[config.mk]
export PLATFORM = sky130hd
export DESIGN_NAME = ptn_seq_ctrl
export DESIGN_NICKNAME = d
export VERILOG_FILES = /design/src/rtl/ptn_seq_pkg.sv /design/src/rtl/ptn_next_sel.sv /design/src/rtl/ptn_seq_ctrl.sv
export SDC_FILE = /design/constraint.sdc
export NUM_CORES = 1
export LEC_CHECK = 0
export ABC_AREA = 1
export CAP_MARGIN = 20
export CORE_MARGIN = 5
export CORE_UTILIZATION = 40
export DETAILED_ROUTE_END_ITERATION = 8
export DONT_BUFFER_PORTS = 1
export GPL_TIMING_DRIVEN = 0
export SYNTH_ARGS = -nofsm -noshare
export SYNTH_HDL_FRONTEND = slang
export SYNTH_HIERARCHICAL = 1
export SYNTH_SLANG_ARGS = --single-unit
export TNS_END_PERCENT = 1
[constraint.sdc]
create_clock -name i_clk -period 1.5 [get_ports i_clk]
set_input_delay 0.3 -clock i_clk [delete_from_list [all_inputs] [get_ports i_clk]]
set_output_delay 0.3 -clock i_clk [all_outputs]
set_load 0.02 [all_outputs]
[src/rtl/ptn_seq_pkg.sv]
// Shared types and constants for the pattern sequencer.
// Optional build macro: PTN_SEQ_MASK_EN (adds a pattern-enable mask to auto advance).
package ptn_seq_pkg;

    localparam int DEF_NUM_PTN = 8;
    localparam int DEF_PTN_W   = 3;
    localparam int DEF_HOLD_W  = 8;

    typedef enum logic [1:0] {
        MANUAL = 2'd0,
        AUTO   = 2'd1,
        PEND   = 2'd2
    } seq_state_t;

    // Pattern codes understood by the downstream pattern generator
    localparam logic [DEF_PTN_W-1:0] PTN_GRAY_BAR  = 3'd0;
    localparam logic [DEF_PTN_W-1:0] PTN_BLACK     = 3'd1;
    localparam logic [DEF_PTN_W-1:0] PTN_WHITE     = 3'd2;
    localparam logic [DEF_PTN_W-1:0] PTN_COLOR_BAR = 3'd3;
    localparam logic [DEF_PTN_W-1:0] PTN_CHECKER   = 3'd4;
    localparam logic [DEF_PTN_W-1:0] PTN_RAMP      = 3'd5;
    localparam logic [DEF_PTN_W-1:0] PTN_GRID      = 3'd6;
    localparam logic [DEF_PTN_W-1:0] PTN_NOISE     = 3'd7;

endpackage

[src/rtl/ptn_next_sel.sv]
// Combinational next-pattern selection for auto advance, wrapping at NUM_PTN.
// With PTN_SEQ_MASK_EN the search skips disabled patterns; o_valid=0 when none is enabled.
module ptn_next_sel
    import ptn_seq_pkg::*;
#(
    parameter int NUM_PTN = DEF_NUM_PTN,
    parameter int PTN_W   = DEF_PTN_W
) (
    input  logic [PTN_W-1:0]   i_cur,
`ifdef PTN_SEQ_MASK_EN
    input  logic [NUM_PTN-1:0] i_mask,
`endif
    output logic [PTN_W-1:0]   o_next,
    output logic               o_valid
);

`ifdef PTN_SEQ_MASK_EN
    logic [NUM_PTN-1:0] w_shift;

    // Walk offsets from farthest to nearest so the nearest enabled index wins;
    // offset NUM_PTN is the current pattern itself, so a lone enabled current stays.
    always_comb begin
        o_next  = i_cur;
        o_valid = 1'b0;
        w_shift = '0;
        for (int k = NUM_PTN; k >= 1; k--) begin
            w_shift = i_mask >> ((int'(i_cur) + k) % NUM_PTN);
            if (w_shift[0]) begin
                o_next  = PTN_W'((int'(i_cur) + k) % NUM_PTN);
                o_valid = 1'b1;
            end
        end
    end
`else
    always_comb begin
        o_valid = 1'b1;
        if (i_cur >= PTN_W'(NUM_PTN - 1)) begin
            o_next = '0;
        end else begin
            o_next = i_cur + PTN_W'(1);
        end
    end
`endif

endmodule

[src/rtl/ptn_seq_ctrl.sv]
// Pattern sequencer: switches the pattern select only on VSync rising edges (auto cycle or req/ack).
// Optional build macro: PTN_SEQ_MASK_EN (adds i_ptn_mask to restrict the auto sequence).
module ptn_seq_ctrl
    import ptn_seq_pkg::*;
#(
    parameter int NUM_PTN = DEF_NUM_PTN,
    parameter int PTN_W   = DEF_PTN_W,
    parameter int HOLD_W  = DEF_HOLD_W
) (
    input  logic              i_clk,
    input  logic              i_rst,
    input  logic              i_VSync,
    input  logic              i_auto_en,
    input  logic [HOLD_W-1:0] i_hold_frames,
    input  logic              i_req,
    input  logic [PTN_W-1:0]  i_req_ptn,
`ifdef PTN_SEQ_MASK_EN
    input  logic [NUM_PTN-1:0] i_ptn_mask,
`endif
    output logic              o_ack,
    output logic [PTN_W-1:0]  o_PTN_type,
    output logic [HOLD_W-1:0] o_frame_cnt,
    output logic              o_frame_start,
    output logic              o_busy
);

    seq_state_t        r_state;
    seq_state_t        w_state_nxt;
    logic              r_vs_d;
    logic              r_frame_start;
    logic              r_ack;
    logic [PTN_W-1:0]  r_ptn;
    logic [PTN_W-1:0]  r_req_ptn;
    logic [HOLD_W-1:0] r_cnt;

    logic              w_edge;
    logic              w_accept;
    logic              w_ack_nxt;
    logic [PTN_W-1:0]  w_ptn_nxt;
    logic [PTN_W-1:0]  w_req_ptn_nxt;
    logic [HOLD_W-1:0] w_cnt_nxt;
    logic [HOLD_W-1:0] w_hold_last;
    logic [PTN_W-1:0]  w_next_ptn;
    logic              w_next_valid;

    ptn_next_sel #(
        .NUM_PTN (NUM_PTN),
        .PTN_W   (PTN_W)
    ) u_next_sel (
        .i_cur   (r_ptn),
`ifdef PTN_SEQ_MASK_EN
        .i_mask  (i_ptn_mask),
`endif
        .o_next  (w_next_ptn),
        .o_valid (w_next_valid)
    );

    // Registered boundary decisions land in the same cycle as o_frame_start
    assign w_edge      = i_VSync & ~r_vs_d;
    assign w_accept    = i_req & (r_state != PEND) & ~r_ack;
    assign w_hold_last = (i_hold_frames == '0) ? '0 : i_hold_frames - HOLD_W'(1);

    always_comb begin
        w_state_nxt   = r_state;
        w_ptn_nxt     = r_ptn;
        w_cnt_nxt     = r_cnt;
        w_ack_nxt     = 1'b0;
        w_req_ptn_nxt = r_req_ptn;

        if (w_edge) begin
            case (r_state)
                PEND: begin
                    if (32'(r_req_ptn) < NUM_PTN) begin
                        w_ptn_nxt = r_req_ptn;
                    end
                    w_cnt_nxt   = '0;
                    w_ack_nxt   = 1'b1;
                    w_state_nxt = i_auto_en ? AUTO : MANUAL;
                end
                AUTO: begin
                    if (!i_auto_en) begin
                        w_state_nxt = MANUAL;
                        w_cnt_nxt   = '0;
                    end else if (r_cnt >= w_hold_last) begin
                        if (w_next_valid) begin
                            w_ptn_nxt = w_next_ptn;
                        end
                        w_cnt_nxt = '0;
                    end else begin
                        w_cnt_nxt = r_cnt + HOLD_W'(1);
                    end
                end
                default: begin
                    if (i_auto_en) begin
                        w_state_nxt = AUTO;
                        w_cnt_nxt   = '0;
                    end else if (r_cnt != '1) begin
                        w_cnt_nxt = r_cnt + HOLD_W'(1);
                    end
                end
            endcase
        end

        // A request taken on a boundary cycle still lets that boundary update run
        if (w_accept) begin
            w_req_ptn_nxt = i_req_ptn;
            w_state_nxt   = PEND;
        end
    end

    always_ff @(posedge i_clk or posedge i_rst) begin
        if (i_rst) begin
            r_state       <= MANUAL;
            r_vs_d        <= 1'b0;
            r_frame_start <= 1'b0;
            r_ack         <= 1'b0;
            r_ptn         <= PTN_W'(PTN_GRAY_BAR);
            r_req_ptn     <= '0;
            r_cnt         <= '0;
        end else begin
            r_state       <= w_state_nxt;
            r_vs_d        <= i_VSync;
            r_frame_start <= w_edge;
            r_ack         <= w_ack_nxt;
            r_ptn         <= w_ptn_nxt;
            r_req_ptn     <= w_req_ptn_nxt;
            r_cnt         <= w_cnt_nxt;
        end
    end

    assign o_ack         = r_ack;
    assign o_PTN_type    = r_ptn;
    assign o_frame_cnt   = r_cnt;
    assign o_frame_start = r_frame_start;
    assign o_busy        = (r_state == PEND);

endmodule
# Word-level counts from Yosys, hierarchy flattened
# Index checks and enable logic that the tools add are counted.
# word_totals
output_inout_bits	14
reg_bits	19
elab_cells	50
input_bits	16
# op_classes
add_sub_neg	3
eq_ne	7
n_reduce_logical	8
magnitude_cmp	2
mux	18
bitwise_logic	5
# op_table
operator	n
8-bit two-way mux	5
8-bit one-hot mux with 2 select lines	1
3-bit two-way mux	3
8-bit by 1-bit adder with 8-bit output (second input constant)	1
8-bit >= comparator	1
8-bit logical NOT	1
2-bit two-way mux	4
8-bit inequality test (second input constant)	1
4-bit nonzero test	2
8-bit by 1-bit subtractor with 8-bit output (second input constant)	1
2-bit inequality test (second input constant)	3
3-bit one-hot mux with 2 select lines	1
2-bit one-hot mux with 2 select lines	1
4-bit AND reduction	1
2-bit nonzero test	2
3-bit by 1-bit adder with 3-bit output (second input constant)	1
1-bit bitwise AND	3
3-bit >= comparator (second input constant)	1
1-bit two-way mux	3
3-bit inequality test (second input constant)	1
3-bit AND reduction	1
2-bit by 1-bit equality test with 1-bit output (second input constant)	1
2-bit equality test (second input constant)	1
1-bit NOT	2
2-bit AND reduction	1

# Depth between registers and ports, before layout
# Gate-level depths: netlist of run 1.
# depth
depth_word	6
mapped_depth	19
mapped_depth_nobuf	19

# By module
# Netlist of run 1, hierarchy kept.
# modules_own_cells
mod	area_per_inst_um2	seq_area_each_um2	instances	cells_per_inst
ptn_seq_ctrl	1422.6	475.5	1	210
ptn_next_sel	75.1	0.0	1	12

# Least setup slack after synthesis of run 1
# OpenSTA, ideal clock, no wires.
# synth_path
kind	input to register
from	input port i_hold_frames[0]
to	register r_ptn[0], in the netlist o_PTN_type[0]
stages	17
arrival_ps	1955
path_slack_ps	-572
setup_ps	117
n_path_buf	0
required_time_ps	1383
path_cell_list	inv_1 > ha_1 > nand2_1 > inv_1 > nand2_1 > nor3_1 > inv_1 > o21ai_0 > ha_1 > nand2_1 > a21oi_1 > nor2_1 > nand3_1 > nand2_1 > nand2_1 > nand2_1 > nand2_1
# synth_between
elab_chain_cells	5
elab_cells_between_ends	6
cone_classes	add/sub: 1; order compare: 1; eq/ne: 1; mux: 1; reduce/logical: 2
# synth_lines
item	line	rtl
start, declared	ptn_seq_ctrl.sv:14	input logic [HOLD_W-1:0] i_hold_frames,
8-bit by 1-bit subtractor with 8-bit output / 8-bit logical NOT (equally long branches)	ptn_seq_ctrl.sv:61	assign w_hold_last = (i_hold_frames == '0) ? '0 : i_hold_frames - HOLD_W'(1);
8-bit two-way mux *	ptn_seq_ctrl.sv:61	
8-bit >= comparator *	ptn_seq_ctrl.sv:84	end else if (r_cnt >= w_hold_last) begin
2-bit inequality test (no line) *	--	
4-bit AND reduction (no line) *	--	
end signal, assigned	ptn_seq_ctrl.sv:117	r_ptn <= PTN_W'(PTN_GRAY_BAR);
end signal, assigned	ptn_seq_ctrl.sv:125	r_ptn <= w_ptn_nxt;
end, declared	ptn_seq_ctrl.sv:32	logic [PTN_W-1:0] r_ptn;
# Mark *: on every way between the ends. The rest lies on a longest branch, timed or not.
# A chain may end at the register's enable or synchronous reset.

# Final worst setup path of run 1
# layout_path
from	input port i_hold_frames[0]
to	register r_cnt[5], in the netlist o_frame_cnt[5]
# layout_between
elab_chain_cells	6
elab_cells_between_ends	7
cone_classes	add/sub: 1; order compare: 1; mux: 4; reduce/logical: 1
# layout_lines
item	line	rtl
8-bit by 1-bit subtractor with 8-bit output / 8-bit logical NOT (equally long branches)	ptn_seq_ctrl.sv:61	
8-bit two-way mux *	ptn_seq_ctrl.sv:61	
8-bit >= comparator *	ptn_seq_ctrl.sv:84	
8-bit two-way mux *	ptn_seq_ctrl.sv:84	
8-bit two-way mux *	ptn_seq_ctrl.sv:81	if (!i_auto_en) begin
8-bit one-hot mux with 2 select lines *	ptn_seq_ctrl.sv:71	case (r_state)
end signal, assigned	ptn_seq_ctrl.sv:127	r_cnt <= w_cnt_nxt;
end, declared	ptn_seq_ctrl.sv:34	logic [HOLD_W-1:0] r_cnt;
# Marked as above.

==> impl_metrics.yaml, run 1 <==
logic_synthesis:
  yosys_warnings: 6
  ys_ff_latch: 19
  synth_nets: 252
  synth_seq_area_share_pct: 31.7
  syn_inst: 222
  netlist_area_mm2: 0.00150
  avgSynthCellArea_um2: 6.75
  synth.distinct_cells: 25
critical_path:
  cp_data_arrival_time_ns: 1.93
  crit_path_top_delay_cell: "or2_2"
  crit_required_ns: 1.65
  rr_worst_depth: 8
  crit_fanout: 3
  crit_buf_inv: 2
  rrSetupSlack_ns: -0.21
  r2r-end: "o_frame_cnt[5]"
  critPathLaunch: "i_hold_frames[0]"
  cpMostUsedCell: "nand2_1"
  critPathCaptureType: "register"
  critical_path.top_delay_family: "simple AND/OR/NAND/NOR gates"
  r2r_start: "o_frame_cnt[7]"
  critPathLaunchType: "input port"
  worstPathCellList: "inv_8, ha_4, nand2_2, inv_2, nand2_4, nor3_4, or2_2, ha_4, nand2_1, nand2_1, nand2_1, nand2_1, nand2_2, nand4_1, nand2_1, nor2_2, nor2_1"
  critPathMaxStageDelay_ns: 0.29
  critPathKind: "in -> reg"
placed_design:
  io_buffers: 0
  place.gp.congestion: 0.808
  placed_cells: 270
  dpl_worst_slack_ns: -0.731
  hpwlAfterDp_um: 2470
clocking:
  ctsHoldBuffers: 0
  root_buffer: "clkbuf_8"
  h-tree-depth: 1
  cts.sinks: 19
  clk_path_buf_depth: 2
  cts_tree: "yes"
  clkTransAtPathRegs_ns: 0.07
  clock_latency_ns: 0.25
  cts_buffers: 3
global_route:
  grt_pass1_wl_um: 5590
  track_usage_pct: 13.6
  first_global_vias: 1251
  antenna_found_initial: 0
  grt_max_degree: 20
  globalRouteOverflowTotal: 0
outcome:
  violations: "setup timing"
  outcome: "finished, violations left"
finish:
  synthToLayoutAreaGrowth_pct: 22.3
  drive_gt1_share_pct: 28.1
  nNetsFinal: 259
  final_cell_mix: "51 x nand2_1, 35 x inv_1, 21 x nor2_1"
  layout.cells.non_filler: 276
  layout_commonest_cell: "nand2_1"
  antennaDiodeCount: 0
sta:
  setup_viol: 12
  fmax_mhz: 561
  hold_viol: 0
  slew_viol_final: 0
  fin_skew_ns: 0.00429
  post-route-period-util_pct: 119
  rsz0062_at_grt: "true"
  worst_slack_ns: -0.282
  fin_crit_ns: 1.78
  slew_headroom_pct: 52.1
  tightest_slew_ns: 0.718
floorplanning:
  io_pins: 30
  start_util_pct: 41.2
  fp.dieW_um: 71.2
  fp.dieH_um: 71.2
  coreArea_mm2: 0.00363
  fp.dieArea_mm2: 0.00507
  rows: 22
route:
  first_pass_iters: 4
  vias: 1302
  wl_um: 3230
  drtIter0Drc: 37
  wl_per_cell_um: 11.7
  route.detailed.drc: 0
  vias_per_cell: 4.72
  final_antenna_net_count: 0
pwr:
  p_sw_w: 0.000899
  seq_power_share_pct: 41.8
  combPwrFrac_pct: 41.6
  swShare_pct: 42.9
  p_leak_nw: 0.950
  p_clk_share_pct: 16.6
  ir_drop_mv: 0.825
  internal_power_w: 0.00120
  power_density_mw_per_mm2: 1140
worst_hold_path:
  hold_class: "in -> async"
job:
  cap_violations: 0
-- through the flow --
stage / instance area, um2 / util, % / hold slack [ns] / TNS, ns / total power (W)
4_1_cts: 1760 / 48.3 / 0.0678 / -2.92 / 0.00201
6_report: 1830 / 50.4 / 0.0475 / -2.57 / 0.00210
3_5_place_dp: 1620 / 44.5 / 0.332 / -7.30 / 0.00161
3_3_place_gp: 1620 / 44.5 / 0.332 / -7.28 / 0.00160
5_1_grt: 1830 / 50.4 / 0.0514 / -4.14 / 0.00232
2_1_floorplan: 1560 / - / 0.251 / -4.46 / 0.00145
-- metal layers --
layer	routed length, um	vias to the layer above	track usage, %
met5	0	-	0
met1	1550	563	18.7
li1	-	705	-
met4	10	0	2.51
met2	1420	32	20.3
met3	243	2	5.26
-- registers in the layout (all words and copies together) (netlist names) --
register	cells
o_frame_start	1
r_state	2
o_ack	1
r_req_ptn	3
o_PTN_type	3
o_frame_cnt	8
r_vs_d	1
-- cells by family after synthesis --
family / synth area share, %
AND/OR/NAND/NOR: 37.8
adder cells (fa/ha/maj): 11.7
flip-flops: 31.7
multiplexers: 0.752
AO/OA/AOI/OAI: 6.60
other: 0.250
buffers and inverters: 11.2
-- synthesized netlist by cell type --
library cell   n  area, um2
o31ai_1        1       7.51
nand3_2        2       20.0
or2_2          4       25.0
nor3_1         2       10.0
inv_1         39        146
nand2_1       65        244
nor2_1        25       93.8
inv_2          2       7.51
nand3_1       15       75.1
mux2_2         1       11.3
a21oi_1        5       25.0
ha_1          14        175
o21ai_0       10       50.1
o2111ai_1      1       8.76
nor2_4         2       22.5
nand3b_1       1       7.51
conb_1         1       3.75
dfrtp_1       19        475
buf_4          1       7.51
nand2_2        2       12.5
a21o_1         1       7.51
inv_4          1       6.26
nand2_4        1       11.3
nor2_2         2       12.5
nand4_1        5       31.3
-- power groups by stage --
stage                     sequential [W]  combinational, W  clock (W)
after floorplan                 0.000838          0.000609          0
after global placement          0.000878          0.000722          0
after detailed placement        0.000878          0.000728          0
after CTS                       0.000870          0.000770   0.000367
after global routing            0.000905           0.00102   0.000399
final                           0.000877          0.000872   0.000348
-- worst reg2reg max path, stage by stage (launching register included) --
cell and delay (ns):
dfrtp_1 0.51, ha_1 0.38, nand2_2 0.09, nor2_4 0.14, nand2_2 0.08, nand4_1 0.13, nand2_1 0.08, nor2_2 0.12
nor2_1 0.06
-- repair_timing --
item,4_1_cts,5_1_grt
setup buffers,1,1
endpoints found under the setup margin,14,14
resized for setup,20,21
pin swaps,15,7
endpoints found under the hold margin,0,0
-- area by class of cell --
| type | count | area [um2] |
|---|---|---|
| timing repair buffer | 2 | 15.0 |
| sequential | 19 | 478 |
| inverter | 42 | 180 |
| buffer | 1 | 7.51 |
| multi-input combinational | 160 | 1050 |
| fill | 365 | 1800 |
| tap | 48 | 60.1 |
| clock buffer | 4 | 45.0 |
-- worst max path at each step --
stage | end | slack, ns | depth (start not counted)
after floorplan | o_PTN_type[0] | -0.46 | 16
after global placement | o_PTN_type[2] | -0.72 | 17
after detailed placement | o_PTN_type[2] | -0.73 | 17
after CTS | o_frame_cnt[5] | -0.28 | 19
after global routing | o_frame_cnt[5] | -0.38 | 15
final | o_frame_cnt[5] | -0.28 | 17
No activity file was read; power rests on OpenSTA's default activity.
==> run 2, diff against run 1 <==
==> constraint.sdc (replaced) <==
create_clock -name i_clk -period 2 [get_ports i_clk]
set_input_delay 0.4 -clock i_clk [delete_from_list [all_inputs] [get_ports i_clk]]
set_output_delay 0.4 -clock i_clk [all_outputs]
set_load 0.02 [all_outputs]
==> run 2 against run 1 <==
Against the previous run: the flow now finishes without violations; utilization is 1.8 points lower; die area stayed put; clock skew barely moved; sequential cell count is the same; sequential share of layout area increased by 0.80 points; routed wire length is 5.2% lower; clock power fell by 25%; global-route usage shrank 0.56 points; final cell count is 0.36% lower; critical path depth is 1 higher; worst hold slack gained 0.097 ns; sequential power decreased by 26%; largest power group unchanged.
==> impl_metrics.yaml, run 2 (synthesis results as in run 1) <==
floorplanning:
  fp.dieArea_mm2: 0.00507
  start_util_pct: 41.2
  fp.dieW_um: 71.2
  fp.dieH_um: 71.2
  rows: 22
  io_pins: 30
  coreArea_mm2: 0.00363
route:
  vias: 1261
  first_pass_iters: 4
  wl_per_cell_um: 11.1
  drtIter0Drc: 55
  vias_per_cell: 4.59
  wl_um: 3060
  final_antenna_net_count: 0
  route.detailed.drc: 0
finish:
  nNetsFinal: 258
  layout_commonest_cell: "nand2_1"
  largest_register_ffs: 8
  final_cell_mix: "53 x nand2_1, 35 x inv_1, 21 x nor2_1"
  drive_gt1_share_pct: 22.0
  layout.cells.non_filler: 275
  synthToLayoutAreaGrowth_pct: 18.0
  antennaDiodeCount: 0
global_route:
  first_global_vias: 1182
  grt_use_met2_pct: 18.6
  met1_usage_pct: 18.6
  use_met3_pct: 5.26
  globalRouteOverflowTotal: 0
  track_usage_pct: 13.0
  grt_max_degree: 20
  antenna_found_initial: 0
  top_usage_layer: "met2"
  grt_pass1_wl_um: 5330
sta:
  rsz0062_at_grt: "true"
  slew_headroom_pct: 52.4
  post-route-period-util_pct: 96.2
  hold_viol: 0
  finalSetupTns_ns: 0
  setup_viol: 0
  fmax_mhz: 520
  fin_crit_ns: 1.92
  tightest_slew_ns: 0.713
  fin_skew_ns: 0.00470
  slew_viol_final: 0
  whs_ns: 0.144
clocking:
  clkTransAtPathRegs_ns: 0.07
  clock_latency_ns: 0.25
  cts.sinks: 19
  clk_path_buf_depth: 2
  cts_tree: "yes"
  h-tree-depth: 1
  root_buffer: "clkbuf_8"
  cts_buffers: 3
worst_hold_path:
  hold_class: "in -> async"
critical_path:
  cp_data_arrival_time_ns: 2.07
  r2r_start: "r_state[0]"
  rrSetupSlack_ns: 0.26
  rr_worst_depth: 10
  r2r-end: "o_frame_cnt[0]"
  crit_path_top_delay_cell: "ha_4"
  cpMostUsedCell: "nand2_1"
  worstPathCellList: "inv_8, ha_4, nand2_2, inv_2, nand2_4, nor3_4, buf_6, or2_4, ha_4, nand2_1, nand2_1, nand2_1, nand2_1, nand2_2, nand4_1, nand2_1, nor2_2, nor2_1"
  critPathLaunchType: "input port"
  critPathCaptureType: "register"
  critPathMaxStageDelay_ns: 0.26
  critical_path.top_delay_family: "simple AND/OR/NAND/NOR gates"
  critPathKind: "in -> reg"
  crit_required_ns: 2.15
  cp.depth: 18
  crit_fanout: 3
  crit_buf_inv: 3
pwr:
  p_leak_nw: 0.942
  power_density_mw_per_mm2: 841
  ir_drop_mv: 0.608
placed_design:
  hpwlAfterDp_um: 2470
  placed_cells: 270
  place.gp.congestion: 0.808
  io_buffers: 0
outcome:
  outcome: "complete, no violations"
job:
  cap_violations: 0
==> run 2: changes by cell type in the layout (fill, tap and decap cells not counted), moves of 2 or more <==
cell / delta
a21oi_1: +2
a21oi_2: -3
buf_4: -2
dfrtp_1: +2
dfrtp_2: -2
ha_1: +4
ha_4: -3
nand2_1: +2
nand2_2: -2
nand3_1: +2
nand3_2: -2
==> run 2: stage by stage <==
stage | setup WS, ns | instance area (um2) | util (%) | total power, W
after floorplan | -0.0587 | 1560 | - | 0.00109
after global placement | -0.323 | 1620 | 44.5 | 0.00120
after detailed placement | -0.331 | 1620 | 44.5 | 0.00120
after CTS | 0.00270 | 1670 | 46.1 | 0.00148
after global routing | -0.0255 | 1770 | 48.7 | 0.00165
final | 0.0756 | 1770 | 48.7 | 0.00149
==> run 2: layout make-up <==
| type | instances | area (um2) |
|---|---|---|
| plain buffers | 1 | 7.51 |
| well taps | 48 | 60.1 |
| multi-input cells | 160 | 988 |
| fillers | 387 | 1870 |
| repair buffers | 1 | 11.3 |
| flip-flops and latches | 19 | 475 |
| clock buffers | 4 | 45.0 |
| inverters | 42 | 180 |
==> run 2: layer usage <==
| layer | routed length [um] | share of wire [%] |
|---|---|---|
| met1 | 1560 | 51 |
| met2 | 1270 | 41 |
| met3 | 218 | 7.1 |
| met4 | 10 | 0.33 |
| met5 | 0 | 0 |
==> run 2: report_power, final <==
group	leakage [nW]	switching (W)	internal [W]	total, W
registers	0.244	0.000165	0.000482	0.000646
clock network	0.0228	0.000120	0.000141	0.000262
logic	0.675	0.000356	0.000222	0.000578
==> run 2: worst max-delay path by stage <==
stage / endpoint / from
finish: o_frame_cnt[5] / i_hold_frames[0]
global route: o_PTN_type[1] / i_hold_frames[1]
CTS: o_PTN_type[2] / i_hold_frames[0]
detailed placement: o_PTN_type[2] / i_hold_frames[1]
global placement: o_PTN_type[2] / i_hold_frames[1]
floorplan: o_PTN_type[0] / i_hold_frames[1]
==> run 2: repair_timing <==
item                       4_1_cts  5_1_grt
hold buffers                     0        0
setup endpoints to repair        3       11
buffers inserted                 0        1
gates cloned                     0        0
pin swaps                        2       19
resized for setup                3       26
